**src/rtl/operand_collector_if.sv**
```systemverilog
// operand_collector_if: instruction, writeback, register-file and operand-bundle signals of the collector
interface operand_collector_if #(
    parameter int WARP_W = 4,
    parameter int REG_W  = 6,
    parameter int D_W    = 8,
    parameter int TAG_W  = 8
);
    localparam int A_W = WARP_W + REG_W;
    logic              in_valid;
    logic              in_ready;
    logic [WARP_W-1:0] in_warp;
    logic [REG_W-1:0]  in_src0;
    logic [REG_W-1:0]  in_src1;
    logic [REG_W-1:0]  in_src2;
    logic [1:0]        in_nsrc;
    logic [TAG_W-1:0]  in_tag;
    logic              wb_valid;
    logic [A_W-1:0]    wb_addr;
    logic [D_W-1:0]    wb_data;
    logic [A_W-1:0]    rf_addr_a;
    logic [A_W-1:0]    rf_addr_b;
    logic [D_W-1:0]    rf_din_a;
    logic [D_W-1:0]    rf_din_b;
    logic              rf_we_a;
    logic              rf_we_b;
    logic [D_W-1:0]    rf_dout_a;
    logic [D_W-1:0]    rf_dout_b;
    logic              out_valid;
    logic              out_ready;
    logic [D_W-1:0]    out_op0;
    logic [D_W-1:0]    out_op1;
    logic [D_W-1:0]    out_op2;
    logic [TAG_W-1:0]  out_tag;
    modport slave (
        input  in_valid, in_warp, in_src0, in_src1, in_src2, in_nsrc, in_tag,
        input  wb_valid, wb_addr, wb_data, rf_dout_a, rf_dout_b, out_ready,
        output in_ready, rf_addr_a, rf_addr_b, rf_din_a, rf_din_b, rf_we_a, rf_we_b,
        output out_valid, out_op0, out_op1, out_op2, out_tag
    );
    modport master (
        output in_valid, in_warp, in_src0, in_src1, in_src2, in_nsrc, in_tag,
        output wb_valid, wb_addr, wb_data, rf_dout_a, rf_dout_b, out_ready,
        input  in_ready, rf_addr_a, rf_addr_b, rf_din_a, rf_din_b, rf_we_a, rf_we_b,
        input  out_valid, out_op0, out_op1, out_op2, out_tag
    );
endinterface

```
**src/rtl/operand_collector.sv**
```systemverilog
// operand_collector: fetches up to three source operands over two register-file ports,
// with writeback owning port B whenever it is requested.
module operand_collector #(
    parameter int WARP_W = 4,
    parameter int REG_W  = 6,
    parameter int D_W    = 8,
    parameter int TAG_W  = 8
) (
    input logic clk,
    input logic rst_n,
    operand_collector_if.slave bus
);
    typedef enum logic [1:0] {IDLE, FETCH, OUT} state_t;
    state_t                    state_q, state_d;
    logic [2:0]                mask_q, mask_d, mask_a;
    logic [WARP_W-1:0]         warp_q, warp_d;
    logic [2:0][REG_W-1:0]     src_q, src_d;
    logic [TAG_W-1:0]          tag_q, tag_d;
    logic [2:0][D_W-1:0]       op_q, op_d;
    logic [1:0]                ia, ib;
    logic                      fetch, rd_b;
    always_comb begin
        fetch = state_q == FETCH;
        ia = mask_q[0] ? 2'd0 : mask_q[1] ? 2'd1 : 2'd2;
        mask_a = mask_q & ~(3'b001 << ia);
        ib = mask_a[0] ? 2'd0 : mask_a[1] ? 2'd1 : 2'd2;
        rd_b = fetch && !bus.wb_valid && (mask_a != 3'b000);
        state_d = state_q;
        mask_d = mask_q;
        warp_d = warp_q;
        src_d = src_q;
        tag_d = tag_q;
        op_d = op_q;
        bus.in_ready = state_q == IDLE;
        bus.out_valid = state_q == OUT;
        bus.out_op0 = op_q[0];
        bus.out_op1 = op_q[1];
        bus.out_op2 = op_q[2];
        bus.out_tag = tag_q;
        bus.rf_addr_a = fetch ? {warp_q, src_q[ia]} : '0;
        bus.rf_addr_b = bus.wb_valid ? bus.wb_addr : rd_b ? {warp_q, src_q[ib]} : '0;
        bus.rf_din_b = bus.wb_valid ? bus.wb_data : '0;
        // Gated by reset so a held writeback cannot corrupt the file during reset.
        bus.rf_we_b = bus.wb_valid && rst_n;
        bus.rf_we_a = 1'b0;
        bus.rf_din_a = '0;
        case (state_q)
            IDLE: if (bus.in_valid) begin
                warp_d = bus.in_warp;
                src_d = {bus.in_src2, bus.in_src1, bus.in_src0};
                tag_d = bus.in_tag;
                op_d = '0;
                mask_d = {bus.in_nsrc == 2'd3, bus.in_nsrc[1], bus.in_nsrc != 2'd0};
                state_d = bus.in_nsrc != 2'd0 ? FETCH : OUT;
            end
            FETCH: begin
                op_d[ia] = bus.rf_dout_a;
                mask_d = mask_a;
                if (rd_b) begin
                    op_d[ib] = bus.rf_dout_b;
                    mask_d = mask_a & ~(3'b001 << ib);
                end
                if (mask_d == 3'b000) state_d = OUT;
            end
            OUT: if (bus.out_ready) state_d = IDLE;
            default: state_d = IDLE;
        endcase
    end
    always_ff @(posedge clk or negedge rst_n) begin
        if (!rst_n) begin
            state_q <= IDLE;
            mask_q <= '0;
            warp_q <= '0;
            src_q <= '0;
            tag_q <= '0;
            op_q <= '0;
        end else begin
            state_q <= state_d;
            mask_q <= mask_d;
            warp_q <= warp_d;
            src_q <= src_d;
            tag_q <= tag_d;
            op_q <= op_d;
        end
    end
endmodule

```
**src/flat_wrapper.sv**
```systemverilog
// flat-port wrapper written by rule: the top's interface ports become plain ports
module operand_collector_flat 
#(
    parameter int WARP_W = 4,
    parameter int REG_W  = 6,
    parameter int D_W    = 8,
    parameter int TAG_W  = 8
)
  (clk, rst_n, bus_in_valid, bus_in_warp, bus_in_src0, bus_in_src1, bus_in_src2, bus_in_nsrc, bus_in_tag, bus_wb_valid, bus_wb_addr, bus_wb_data, bus_rf_dout_a, bus_rf_dout_b, bus_out_ready, bus_in_ready, bus_rf_addr_a, bus_rf_addr_b, bus_rf_din_a, bus_rf_din_b, bus_rf_we_a, bus_rf_we_b, bus_out_valid, bus_out_op0, bus_out_op1, bus_out_op2, bus_out_tag);
  operand_collector_if #(.WARP_W(WARP_W), .REG_W(REG_W), .D_W(D_W), .TAG_W(TAG_W)) bus_i ();
  input logic clk;
  input logic rst_n;
  input wire logic [$bits(bus_i.in_valid)-1:0] bus_in_valid;
  input wire logic [$bits(bus_i.in_warp)-1:0] bus_in_warp;
  input wire logic [$bits(bus_i.in_src0)-1:0] bus_in_src0;
  input wire logic [$bits(bus_i.in_src1)-1:0] bus_in_src1;
  input wire logic [$bits(bus_i.in_src2)-1:0] bus_in_src2;
  input wire logic [$bits(bus_i.in_nsrc)-1:0] bus_in_nsrc;
  input wire logic [$bits(bus_i.in_tag)-1:0] bus_in_tag;
  input wire logic [$bits(bus_i.wb_valid)-1:0] bus_wb_valid;
  input wire logic [$bits(bus_i.wb_addr)-1:0] bus_wb_addr;
  input wire logic [$bits(bus_i.wb_data)-1:0] bus_wb_data;
  input wire logic [$bits(bus_i.rf_dout_a)-1:0] bus_rf_dout_a;
  input wire logic [$bits(bus_i.rf_dout_b)-1:0] bus_rf_dout_b;
  input wire logic [$bits(bus_i.out_ready)-1:0] bus_out_ready;
  output wire logic [$bits(bus_i.in_ready)-1:0] bus_in_ready;
  output wire logic [$bits(bus_i.rf_addr_a)-1:0] bus_rf_addr_a;
  output wire logic [$bits(bus_i.rf_addr_b)-1:0] bus_rf_addr_b;
  output wire logic [$bits(bus_i.rf_din_a)-1:0] bus_rf_din_a;
  output wire logic [$bits(bus_i.rf_din_b)-1:0] bus_rf_din_b;
  output wire logic [$bits(bus_i.rf_we_a)-1:0] bus_rf_we_a;
  output wire logic [$bits(bus_i.rf_we_b)-1:0] bus_rf_we_b;
  output wire logic [$bits(bus_i.out_valid)-1:0] bus_out_valid;
  output wire logic [$bits(bus_i.out_op0)-1:0] bus_out_op0;
  output wire logic [$bits(bus_i.out_op1)-1:0] bus_out_op1;
  output wire logic [$bits(bus_i.out_op2)-1:0] bus_out_op2;
  output wire logic [$bits(bus_i.out_tag)-1:0] bus_out_tag;
  assign bus_i.in_valid = bus_in_valid;
  assign bus_i.in_warp = bus_in_warp;
  assign bus_i.in_src0 = bus_in_src0;
  assign bus_i.in_src1 = bus_in_src1;
  assign bus_i.in_src2 = bus_in_src2;
  assign bus_i.in_nsrc = bus_in_nsrc;
  assign bus_i.in_tag = bus_in_tag;
  assign bus_i.wb_valid = bus_wb_valid;
  assign bus_i.wb_addr = bus_wb_addr;
  assign bus_i.wb_data = bus_wb_data;
  assign bus_i.rf_dout_a = bus_rf_dout_a;
  assign bus_i.rf_dout_b = bus_rf_dout_b;
  assign bus_i.out_ready = bus_out_ready;
  assign bus_in_ready = bus_i.in_ready;
  assign bus_rf_addr_a = bus_i.rf_addr_a;
  assign bus_rf_addr_b = bus_i.rf_addr_b;
  assign bus_rf_din_a = bus_i.rf_din_a;
  assign bus_rf_din_b = bus_i.rf_din_b;
  assign bus_rf_we_a = bus_i.rf_we_a;
  assign bus_rf_we_b = bus_i.rf_we_b;
  assign bus_out_valid = bus_i.out_valid;
  assign bus_out_op0 = bus_i.out_op0;
  assign bus_out_op1 = bus_i.out_op1;
  assign bus_out_op2 = bus_i.out_op2;
  assign bus_out_tag = bus_i.out_tag;
  operand_collector #(.WARP_W(WARP_W), .REG_W(REG_W), .D_W(D_W), .TAG_W(TAG_W)) u_core (.clk(clk), .rst_n(rst_n), .bus(bus_i));
endmodule
```
**config.mk**
```make
export PLATFORM = sky130hd
export DESIGN_NAME = operand_collector_flat
export DESIGN_NICKNAME = d
export VERILOG_FILES = /design/src/rtl/operand_collector_if.sv /design/src/rtl/operand_collector.sv /design/src/flat_wrapper.sv
export SDC_FILE = /design/constraint.sdc
export NUM_CORES = 1
export LEC_CHECK = 0
export ABC_AREA = 1
export CORE_AREA = 3 3 129 69
export CTS_CLUSTER_SIZE = 25
export DETAILED_ROUTE_END_ITERATION = 7
export DIE_AREA = 0 0 132 72
export PLACE_DENSITY = 0.91
export SLEW_MARGIN = 5
export SYNTH_ARGS = -nofsm -noshare
export SYNTH_HDL_FRONTEND = slang
export SYNTH_SLANG_ARGS = --single-unit
```
**constraint.sdc**
```tcl
create_clock -name clk -period 1.6 [get_ports clk]
set_input_delay 0.32 -clock clk [delete_from_list [all_inputs] [get_ports clk]]
set_output_delay 0.32 -clock clk [all_outputs]
set_load 0.01 [all_outputs]
```
==> impl_metrics.py, run 1 <==
metrics = {
    "run_status": {
        "outcome": "finished, violations left",
        "failed_checks": "setup timing",
    },
    "synthesis": {
        "synth_top_area_share_pct": 44.5,
        "avgSynthCellArea_um2": 7.01,
        "synth_seq_cells": 59,
        "synth_area_um2": 3320,
        "synth-seq-area-share_pct": 44.5,
        "yosysTopAreaCell": "dfrtp_1",
        "syn_inst": 473,
        "ys_warn_count": 0,
        "yosys-top-cells-area": "dfrtp_1 45%, nand2_1 20%, inv_1 5.7%, nor2_1 5.3%, nand3_1 4.7%",
        "synth_cell_type_count": 26,
    },
    "die": {
        "num_io_pins": 143,
        "die_w_um": 132,
        "die_h_um": 72,
        "rows": 23,
        "core_area_um2": 7860,
        "dieArea_um2": 9500,
        "start_util_pct": 42.2,
    },
    "drt": {
        "viasPerCell": 5.29,
        "drc": 0,
        "wl_per_cell_um": 16.5,
        "drtAntennaViolNets": 0,
        "drtIter0Drc": 435,
        "finalWirelength_mm": 12.6,
        "drtPass1Iterations": 6,
        "vias": 4028,
    },
    "sta": {
        "hold_viol": 0,
        "period_needed_ns": 1.97,
        "relSlewSlack_pct": 48.2,
        "setup_slack_ns": -0.371,
        "min_period_over_period_pct": 123,
        "skew_ns": 0.00667,
        "fmax_ghz": 0.507,
        "setup_violations": 21,
        "rsz0062_at_grt": "yes",
        "drv_slew": 0,
        "tightestPinTransition_ns": 0.777,
    },
    "clocking": {
        "cts_sinks": 59,
        "clk_pin_slew_ns": 0.05,
        "cts_made_buffers": 9,
        "ctsHoldBuffers": 0,
        "clk_latency_ns": 0.34,
        "htreeDepth": 3,
        "cts_tree": "yes",
        "cts_root_buf": "clkbuf_16",
        "clock_tree.buffer_depth": 2,
    },
    "power": {
        "p_leak_nw": 3.05,
        "ir_drop_v": 0.000938,
        "power.density_nw_per_um2": 1770,
    },
    "worst_setup_path": {
        "worst_setup_path_end_kind": "output port",
        "critPathLaunchType": "register",
        "cp_max_fo": 6,
        "arrival_ns": 1.65,
        "max_stage_delay_ns": 0.48,
        "critPathTopFamily": "buffers and inverters",
        "crit_buf_inv": 4,
        "cp.required_ns": 1.28,
        "slowest_stage": "dfrtp_2",
        "path_cells": "buf_4, inv_4, buf_6, o221ai_1, a21oi_1, buf_2",
        "critical_path_class": "reg2out",
    },
    "cells_and_area": {
        "fin_nets": 715,
        "final_core_util_pct": 68.3,
        "final_common_cell": "nand2_1",
        "area_growth_pct": 61.7,
        "seqCellArea_um2": 1480,
        "multiInputGateArea_um2": 1530,
        "fin_cells": 761,
        "nFillCells": 572,
        "final_layout_size_suffix_gt1_share_pct": 18.5,
        "final_cell_mix": "174 x nand2_1, 82 x clkdlybuf4s50_1, 57 x dfrtp_1",
        "antennaDiodeCount": 0,
    },
    "global_route": {
        "grt_start_max_net_pins": 60,
        "grt_pass1_wl_mm": 18.0,
        "antenna_found_initial": 0,
        "grt.overflow.total": 0,
        "grt_use_total_pct": 23.9,
        "grt_pass1_vias": 3808,
    },
    "worst_hold_path": {
        "min-delay-path-class": "in2async",
    },
    "placement": {
        "gp_congestion": 0.825,
        "place_ws_ns": -0.652,
        "dpl.cell_count": 730,
        "port_buffers": 133,
        "place_hpwl_mm": 7.79,
    },
    "flow_run": {
        "drv_cap": 0,
    },
}
[flip-flops by register name, indices dropped and copies added (netlist names)]
register and cells:
u_core.bus.out_op1 8, u_core.warp_q 4, u_core.bus.out_op2 8, u_core.mask_q 3, u_core.src_q 18, u_core.state_q 2
u_core.bus.out_tag 8, u_core.bus.out_op0 8
[repair_timing]
item                       in CTS  in global routing
pin swaps                       5                  8
buffers inserted                6                  9
resized for setup             137                 32
setup endpoints to repair      34                 36
hold endpoints to repair        0                  0
[cells in the mapped netlist]
library cell,n
clkbuf_1,2
nor2_1,47
nand3_2,1
conb_1,1
a21oi_2,1
inv_2,5
nand3_1,31
nand2_1,176
a31oi_1,1
o221ai_1,1
nand2_4,1
o211ai_1,2
buf_4,15
o21ai_1,6
o22ai_1,5
nor2_4,2
dfrtp_1,59
nand4_1,13
buf_2,13
nand2_2,4
buf_6,2
a21oi_1,1
nor2_2,2
o21ai_0,31
inv_1,50
a22oi_1,1
[path summary, 6_finish.rpt]
check / slack, ns / cells after the start / to / startpoint
worst max-delay path: -0.37 / 6 / bus_rf_addr_a[0] / u_core.mask_q[0]
worst min-delay path: 0.16 / 2 / u_core.warp_q[1] / rst_n
worst max register to register: -0.05 / 8 / u_core.bus.out_op2[5] / u_core.mask_q[0]
worst min register to register: 0.48 / 2 / u_core.src_q[2] / u_core.src_q[2]
max in group asynchronous: 0.88 / 2 / u_core.mask_q[0] / rst_n
min in group clk: 0.48 / 2 / u_core.src_q[2] / u_core.src_q[2]
[per-stage QoR]
stage               power (mW)  instance area (um^2)  hold WS [ns]  TNS [ns]
global placement          6.90                  4900         0.462    -13.35
global route              9.95                  5360         0.234     -5.90
CTS                       9.10                  5200         0.190     -3.48
detailed placement        7.02                  4900         0.469    -14.24
floorplan                 4.86                  3350        0.0244         0
finish                    9.47                  5360         0.158     -5.19
[cell families after synthesis]
| kind of cell | after synthesis | synth area share (%) |
|---|---|---|
| other | 1 | 0.113 |
| DFF | 59 | 44.5 |
| and+or+nand+nor | 277 | 34.8 |
| AOI/OAI and AO/OA | 49 | 8.07 |
| buffers and inverters | 87 | 12.5 |
[final cells by class]
cell class | count | share of cell area (%)
clock inverter | 1 | 0.0933
inverter | 55 | 4.18
timing repair buffer | 184 | 31.6
clock buffer | 15 | 5.37
tap | 112 | 2.61
sequential | 59 | 27.6
multi-input combinational | 335 | 28.6
[routing by layer]
layer	GRT usage, %	part of all wire, %	wire length (um)
met5	0	0	0
met1	27.1	38	4730
met3	8.03	9.0	1140
met4	12.3	5.5	693
met2	41.3	48	6010
[where the power goes]
group	internal, mW	total (mW)	switching [mW]
Sequential	2.19	2.75	0.560
Clock	1.22	1.90	0.682
Combinational	2.15	4.82	2.67
Total	5.55	9.47	3.91
Note: power is estimated with default switching activity, not from simulation.
==> inputs of run 2 (changes only) <==
Settings changed: GPL_ROUTABILITY_DRIVEN from default to 0, SKIP_LAST_GASP from default to 1, SLEW_MARGIN 5 to 15.
==> impl_metrics.py, run 2 (synthesis gave the netlist of run 1 again) <==
metrics = {
    "die": {
        "die_h_um": 72,
        "num_io_pins": 143,
        "core_area_um2": 7860,
        "rows": 23,
        "die_w_um": 132,
        "start_util_pct": 42.2,
        "dieArea_um2": 9500,
    },
    "drt": {
        "vias": 3941,
        "drtPass1Iterations": 5,
        "finalWirelength_mm": 12.4,
        "wl_per_cell_um": 16.3,
        "drtIter0Drc": 441,
        "drc": 0,
        "drtAntennaViolNets": 0,
        "viasPerCell": 5.19,
    },
    "sta": {
        "min_period_over_period_pct": 125,
        "fmax_ghz": 0.500,
        "final.setup.tns_ns": -5.42,
        "drv_slew": 0,
        "tightestPinTransition_ns": 0.773,
        "skew_ns": 0.00655,
        "rsz0062_at_grt": "yes",
        "relSlewSlack_pct": 48.4,
        "setup_violations": 21,
        "hold_viol": 0,
        "period_needed_ns": 2.00,
        "setup_slack_ns": -0.398,
    },
    "clocking": {
        "cts_root_buf": "clkbuf_16",
        "cts_made_buffers": 9,
        "clock_tree.buffer_depth": 2,
        "clk_latency_ns": 0.33,
        "clk_pin_slew_ns": 0.06,
        "cts_tree": "yes",
        "htreeDepth": 3,
        "cts_sinks": 59,
        "ctsHoldBuffers": 0,
    },
    "worst_setup_path": {
        "worst_setup_path_end_kind": "output port",
        "critPathLaunchType": "register",
        "path_cells": "nor2_4, nor2_4, buf_4, nand4_1, o211ai_1, buf_2",
        "arrival_ns": 1.68,
        "slowest_stage": "dfrtp_2",
        "critical_path_class": "reg2out",
        "r2r_slack_ns": -0.05,
        "crit_buf_inv": 2,
        "crit_cells": 6,
        "max_stage_delay_ns": 0.49,
        "critPathTopFamily": "flip-flops",
        "cp_common_cell": "nor2_4",
        "cp_max_fo": 6,
        "worst_r2r_path_depth": 9,
        "cp.required_ns": 1.28,
        "reg2reg_from": "u_core.mask_q[0]",
        "r2r-end": "u_core.bus.out_op2[5]",
    },
    "power": {
        "p_leak_nw": 3.04,
        "power.density_nw_per_um2": 1760,
        "ir_drop_v": 0.000951,
    },
    "run_status": {
        "outcome": "finished, violations left",
        "failed_checks": "setup timing",
    },
    "flow_run": {
        "drv_cap": 0,
    },
    "cells_and_area": {
        "fin_nets": 713,
        "final_common_cell": "nand2_1",
        "final_cell_mix": "175 x nand2_1, 82 x clkdlybuf4s50_1, 57 x dfrtp_1",
        "fin_area_um2": 5330,
        "largest_register_ffs": 18,
        "area_growth_pct": 60.8,
        "regMostFlops": "u_core.src_q",
        "antennaDiodeCount": 0,
        "final_layout_size_suffix_gt1_share_pct": 18.1,
    },
    "global_route": {
        "grt.overflow.total": 0,
        "grt_use_total_pct": 23.9,
        "grt_pass1_vias": 3809,
        "antenna_found_initial": 0,
        "grt_start_max_net_pins": 60,
        "grt_pass1_wl_mm": 18.0,
    },
    "placement": {
        "port_buffers": 133,
        "place_hpwl_mm": 7.79,
        "placed_cell_area_um2": 4900,
    },
    "worst_hold_path": {
        "min-delay-path-class": "in2async",
    },
}
run 2: area by class of cell:
class | count | area [um^2]
Clock inverter | 1 | 5.00
Sequential cell | 59 | 1480
Fill cell | 580 | 2520
Inverter | 55 | 224
Clock buffer | 15 | 288
Tap cell | 112 | 140
Multi-Input combinational cell | 335 | 1530
Timing Repair Buffer | 182 | 1670
run 2: through the flow:
stage / utilization, % / power [mW] / hold slack, ns / setup slack, ns / instances
3_5_place_dp: 62.4 / 7.02 / 0.469 / -0.652 / 730
6_report: 67.9 / 9.40 / 0.161 / -0.398 / 759
4_1_cts: 66.2 / 9.10 / 0.190 / -0.303 / 752
3_3_place_gp: 62.4 / 6.90 / 0.462 / -0.637 / 730
2_1_floorplan: - / 4.86 / 0.0244 / 0.0629 / 481
5_1_grt: 67.9 / 9.90 / 0.239 / -0.377 / 759
run 2: layer usage:
layer	global-route usage (%)	up-vias	share of wire [%]
li1	-	1803	-
met1	27.1	1821	38
met2	41.3	256	48
met3	8.03	61	9.4
met4	12.3	0	4.7
met5	0	-	0
run 2: what timing repair did:
item / CTS / global route
setup buffers: 6 / 7
resized for setup: 135 / 29
setup endpoints to repair: 34 / 36
pin swaps: 5 / 10
run 2: how the worst max path moves through the flow:
stage                           startpoint               end
final                     u_core.mask_q[0]  bus_rf_addr_b[1]
after global routing      u_core.mask_q[0]  bus_rf_addr_b[1]
after CTS                 u_core.mask_q[0]  bus_rf_addr_b[1]
after detailed placement      bus_wb_valid  bus_rf_addr_b[1]
after global placement        bus_wb_valid  bus_rf_addr_b[1]
after floorplan           u_core.mask_q[0]  bus_rf_addr_a[0]
run 2: report_power, final:
part	leakage, nW	switching [mW]	total (mW)	internal, mW
combinational	2.14	2.64	4.76	2.12
sequential	0.755	0.555	2.74	2.19
clock	0.146	0.674	1.89	1.22
